`src/rtl/frac_logic_kcfg.sv`:
```
// frac_logic_kcfg -- fracturable K-input LUT with an arithmetic mode, programmed
// through a counted configuration shift segment with a shadow/active split.
//
// Bits are shifted into a shadow chain. They are copied to the active config
// only when a session ends with exactly the right bit count, so a short,
// partial or overlong load never disturbs live logic.
//
// Config layout (active): [2**K-1:0] LUT table, [2**K] out0_sel, [2**K+1] arith_mode.
// The first bit shifted ends up in the MSB, so arith_mode is shifted first.
//
// Optional feature: define FRAC_LOGIC_CFG_PARITY_EN to add one trailing
// even-parity bit to the chain. That bit is shifted last and sits at shadow
// bit 0. A load commits only when the bit count is right and parity is good.
//
// Ports:
//   prog_clk         config/register clock, rising edge
//   pReset           asynchronous reset, active-high
//   config_enable    1 = shift chain active
//   ccff_head        serial config in
//   ccff_tail        serial config out (MSB of the shadow chain)
//   frac_logic_in    K LUT inputs, bit0 = LSB of the table index
//   frac_logic_cin   carry in
//   frac_logic_out   [0] = K-LUT or lower LUT, [1] = upper LUT or sum
//   frac_logic_cout  carry out
//   cfg_valid        active config holds a committed load
//   cfg_error        last load session was rejected
module frac_logic_kcfg #(
  parameter int K = 4
) (
  input  logic         prog_clk,
  input  logic         pReset,
  input  logic         config_enable,
  input  logic         ccff_head,
  output logic         ccff_tail,
  input  logic [K-1:0] frac_logic_in,
  input  logic         frac_logic_cin,
  output logic [1:0]   frac_logic_out,
  output logic         frac_logic_cout,
  output logic         cfg_valid,
  output logic         cfg_error
);
  localparam int TBL   = 2**K;
  localparam int CFG_W = TBL + 2;
`ifdef FRAC_LOGIC_CFG_PARITY_EN
  localparam int CH_W  = CFG_W + 1;
`else
  localparam int CH_W  = CFG_W;
`endif
  // The counter saturates one past the expected length, so any overlong
  // session is still seen as a miscount.
  localparam int CNT_MAX = CH_W + 1;
  localparam int CNT_W   = $clog2(CNT_MAX + 1);

  typedef enum logic [1:0] {S_IDLE, S_SHIFT, S_CHECK} state_t;

  state_t            state, state_nxt;
  logic [CH_W-1:0]   shadow;
  logic [CFG_W-1:0]  active;
  logic [CNT_W-1:0]  cnt;
  logic              do_shift, cnt_first, do_check, load_ok, parity_ok;

  // ---------------- FSM: next state / controls ----------------
  always_comb begin
    state_nxt = state;
    do_shift  = 1'b0;
    cnt_first = 1'b0;
    do_check  = 1'b0;
    case (state)
      S_IDLE:
        if (config_enable) begin
          state_nxt = S_SHIFT;
          do_shift  = 1'b1;
          cnt_first = 1'b1;
        end
      S_SHIFT:
        if (config_enable) do_shift  = 1'b1;
        else               state_nxt = S_CHECK;
      // The check always completes. An enable seen here is picked up by
      // IDLE on the following edge.
      S_CHECK: begin
        do_check  = 1'b1;
        state_nxt = S_IDLE;
      end
      default: state_nxt = S_IDLE;
    endcase
  end

`ifdef FRAC_LOGIC_CFG_PARITY_EN
  assign parity_ok = ~^shadow;
`else
  assign parity_ok = 1'b1;
`endif
  assign load_ok = (cnt == CNT_W'(CH_W)) && parity_ok;

  // ---------------- state, chain, counter, active config ----------------
  always_ff @(posedge prog_clk or posedge pReset) begin
    if (pReset) begin
      state     <= S_IDLE;
      shadow    <= '0;
      active    <= '0;
      cnt       <= '0;
      cfg_valid <= 1'b0;
      cfg_error <= 1'b0;
    end else begin
      state <= state_nxt;
      if (do_shift) shadow <= {shadow[CH_W-2:0], ccff_head};
      if (cnt_first)
        cnt <= CNT_W'(1);
      else if (do_shift && cnt != CNT_W'(CNT_MAX))
        cnt <= cnt + CNT_W'(1);
      if (do_check) begin
        if (load_ok) begin
          active    <= shadow[CH_W-1 -: CFG_W];
          cfg_valid <= 1'b1;
          cfg_error <= 1'b0;
        end else begin
          cfg_error <= 1'b1;
        end
      end
    end
  end

  assign ccff_tail = shadow[CH_W-1];

  // ---------------- LUT / arithmetic datapath ----------------
  logic [TBL-1:0] tbl;
  logic           out0_sel, arith;
  logic [K-2:0]   idx;
  logic           lo, hi, lutk;

  assign tbl      = active[TBL-1:0];
  assign out0_sel = active[TBL];
  assign arith    = active[TBL+1];
  assign idx      = frac_logic_in[K-2:0];
  // The two (K-1)-LUTs are the lower and upper halves of the table. The top
  // input picks between them to form the full K-LUT.
  assign lo       = tbl[{1'b0, idx}];
  assign hi       = tbl[{1'b1, idx}];
  assign lutk     = frac_logic_in[K-1] ? hi : lo;

  always_comb begin
    frac_logic_out  = 2'b00;
    frac_logic_cout = 1'b0;
    if (cfg_valid) begin
      frac_logic_out[0] = out0_sel ? lutk : lo;
      if (arith) begin
        // Propagate = lower half, generate = upper half.
        frac_logic_out[1] = lo ^ frac_logic_cin;
        frac_logic_cout   = hi | (lo & frac_logic_cin);
      end else begin
        frac_logic_out[1] = hi;
      end
    end
  end

endmodule

```
`config.mk`:
```
export PLATFORM = sky130hd
export DESIGN_NAME = frac_logic_kcfg
export DESIGN_NICKNAME = d
export VERILOG_FILES = /design/src/rtl/frac_logic_kcfg.sv
export SDC_FILE = /design/constraint.sdc
export NUM_CORES = 1
export LEC_CHECK = 0
export ABC_CLOCK_PERIOD_IN_PS = 2400
export CAP_MARGIN = 20
export CELL_PAD_IN_SITES_DETAIL_PLACEMENT = 1
export CELL_PAD_IN_SITES_GLOBAL_PLACEMENT = 2
export CORE_MARGIN = 2
export CORE_UTILIZATION = 35
export CTS_CLUSTER_DIAMETER = 60
export DETAILED_ROUTE_END_ITERATION = 12
export PLACE_DENSITY = 0.76
export SYNTH_ARGS = -nofsm -noshare
export SYNTH_HDL_FRONTEND = slang
export SYNTH_SLANG_ARGS = --single-unit
```
`constraint.sdc`:
```
create_clock -name prog_clk -period 2.4 [get_ports prog_clk]
set_input_delay 0.6 -clock prog_clk [delete_from_list [all_inputs] [get_ports prog_clk]]
set_output_delay 0.6 -clock prog_clk [all_outputs]
set_load 0.02 [all_outputs]
```
==> results by group <==
Status
  – Status: finished with violations
  – Failing checks: negative setup slack

Job
  – Max-cap violations: 0

STA
  – Max-slew headroom: 0.623
  – Final Hold Viols: 0
  – Final setup violation count: 3
  – Setup ws final: -0.220 ns
  – Fmax: 382 MHz
  – Clock Skew: 0.00907 ns
  – Period utilization: 1.09
  – RSZ-0062 raised after global routing: true
  – Worst Hold Margin: about 0.49 ns
  – Slew @ Worst Pin: 0.566 ns
  – Minimum clock period: 2.62 ns
  – Max-slew violation count: 0

Setup path
  – Worst EP arrival: around 2.0 ns
  – CP Launch Type: primary input
  – Critical path capture point: frac_logic_out[1]
  – Crit path from: frac_logic_in[0]
  – Worst-path fanout max: 3
  – CP max stage cell: mux4_2
  – Crit. End Element: output pin
  – Worst reg2reg startpoint: cnt[2]
  – WS Path Type: primary input to output pin
  – Reg-to-reg endpoint: active[14]
  – Required @ worst endpoint: 1.80 ns
  – Worst R2R Setup Slack: 0.69 ns
  – Worst R2R Path Depth: 4
  – Critical path cell sequence: buf_8, mux4_2, mux2_4, ha_4, nand3_2, o21ai_4, buf_6
  – Crit-path max cell delay: 0.48 ns

GRT
  – Number of global-route vias before repair: roughly 1,400
  – Total grt overflow: 0
  – GRT Util Overall: 0.144
  – Largest net degree at the start of global routing: 46
  – First-pass GRT wire length: 6.93 mm
  – Initial antenna violation count: 0

Placement
  – Placer congestion estimate: 0.749
  – Dpl hpwl: 2.77 mm
  – Worst slack, placed: -1.22 ns
  – DP Area: 2290 um2
  – Port bufs: 14
  – Placed cell count: 260

Pwr
  – Max IR drop VDD: around 0.27 mV
  – Pwr/cell area: 716 nW/um2
  – Leak: between 1 and 1.5 nW

Final layout
  – Layout cell share with drive strength beyond 1: 0.168
  – # diodes: 0
  – Final Instance Count excl. Fillers: 269
  – Final nets: around 210
  – P&R area growth vs syn: 22.0%
  – Final instance area: 2440 um2

Floorplan
  – Initial Utilization: 0.363
  – IO Pins: 15
  – Row cnt: 27
  – Die Y-Extent: 79.6 um
  – CORE AREA: 5510 um2
  – DIE WIDTH: approximately 80 um
  – Die Area: ~6300 um2

Synth
  – Number of synthesized flops with an enable pin: 0
  – Main synth FF type: dfrtp_1
  – Post-Syn Nets: 184
  – Area contributors post-synth: dfrtp_1 (56%), mux2_1 (11%), nand2_1 (11%)
  – Cell count after synthesis: 172
  – Ys Warns: 0
  – Post-synth top cells: nand2_1 (56), dfrtp_1 (45), mux2_1 (20)
  – Synth top area share: 0.563
  – Post-synth ARST share: 1.00
  – Avg Inst Size Synth: 11.6 um2
  – Register area share after synthesis: 0.563
  – Yosys top cell by area: dfrtp_1
  – Most common cell in the netlist: nand2_1
  – Distinct cells, synth: 29
  – Mapped Area: 2000 um2
  – Synthesis-stage register bit count: 45

Route
  – Post-route ant nets: 0
  – First DRT Iteration DRCs: 54
  – Vias per std cell: 4.92
  – Pre-Repair DR Iteration Count: 4
  – Routed WL: roughly 4 mm
  – Total number of vias: roughly 1,300
  – Routed WL per cell: 14.8 um
  – DRC viols: 0

CTS
  – CTS tree: yes
  – Worst-path clk slew: 0.08 ns
  – # clock sinks: 45
  – Worst-case clock buffer depth: 2
  – Root buffer cell: clkbuf_8
  – Worst-skew pair later-pin latency: 0.30 ns
  – H-tree Lvls: 2
  – CTS Buf Count: 5

Hold path
  – Hold crit path type: flip-flop to flip-flop
-- power breakdown --
part	leakage [nW]	switching (mW)	internal [mW]	total [mW]
logic	0.546	0.108	0.103	0.212
registers	0.603	0.0919	0.847	0.939
clock network	0.0574	0.259	0.339	0.597
-- placed cells by master, fill, tap and decap left out, types with 2 or more instances in the layout --
master	n
inv_2	2
ha_1	2
a22o_1	3
mux2_1	20
nor2_1	2
dfrtp_1	45
mux4_2	4
nand3_1	3
nand2b_1	4
mux2i_1	2
nor3b_1	4
buf_4	7
inv_1	2
buf_6	4
nand2_1	56
clkdlybuf4s50_1	9
clkbuf_8	6
-- layout make-up --
type | count | area, um2
flip-flops and latches | 45 | 1130
well taps | 72 | 90.1
clock inverters | 2 | 37.5
clock buffers | 6 | 82.6
repair buffers | 23 | 233
inverters | 5 | 18.8
multi-input cells | 116 | 852
fillers | 600 | 3070
-- worst min path at each step --
stage | depth (start not counted) | to | startpoint | slack, ns
6_report | 1 | active[3] | active[3] | 0.49
5_1_grt | 1 | active[6] | active[6] | 0.53
4_1_cts | 1 | active[6] | active[6] | 0.50
3_5_place_dp | 1 | active[9] | active[9] | 0.48
3_3_place_gp | 1 | active[14] | active[14] | 0.47
2_1_floorplan | 1 | active[11] | active[11] | 0.45
-- critical path: cells and delay by family --
kind	cells	cell delay, ns
simple gates	1	0.09
mux	2	0.78
fa+ha+maj	1	0.27
compound gates	1	0.07
buf+inv	2	0.21
-- sequential cells by signal (all words and copies together), names as in the netlist --
signal	flops
cnt	5
active	18
shadow	18
cfg_error	1
state	2
cfg_valid	1
-- metrics by stage --
stage / setup TNS (ns) / power [mW] / utilization
after global routing: -0.573 / 1.84 / 0.443
final: -0.426 / 1.75 / 0.443
after floorplan: -0.0150 / 1.07 / -
after CTS: -0.463 / 1.77 / 0.440
after global placement: -3.12 / 1.14 / 0.416
after detailed placement: -3.19 / 1.17 / 0.416
-- kinds of logic (layout without fill, tap and decap cells) --
| group | count (synthesis) | after routing | synth area share |
|---|---|---|---|
| adders and majority gates | 3 | 3 | 0.0188 |
| AOI/OAI and AO/OA | 11 | 11 | 0.0438 |
| DFF | 45 | 45 | 0.563 |
| muxes | 27 | 27 | 0.183 |
| and+or+nand+nor | 75 | 75 | 0.166 |
| buffers and inverters | 11 | 36 | 0.0257 |
-- layer usage --
metal	global-route usage	up-vias	wire length, um
met2	0.240	19	1920
met5	0	-	0
met3	0.0351	6	137
met1	0.183	672	1870
li1	-	627	-
met4	0.0517	0	63
-- timing repair --
item,in CTS,in global routing
hold endpoints to repair,0,0
setup endpoints to repair,3,3
resized for setup,31,3
hold buffers,0,0
pin swaps,1,1
buffers inserted,1,1
(Power assumes the default switching activity.)
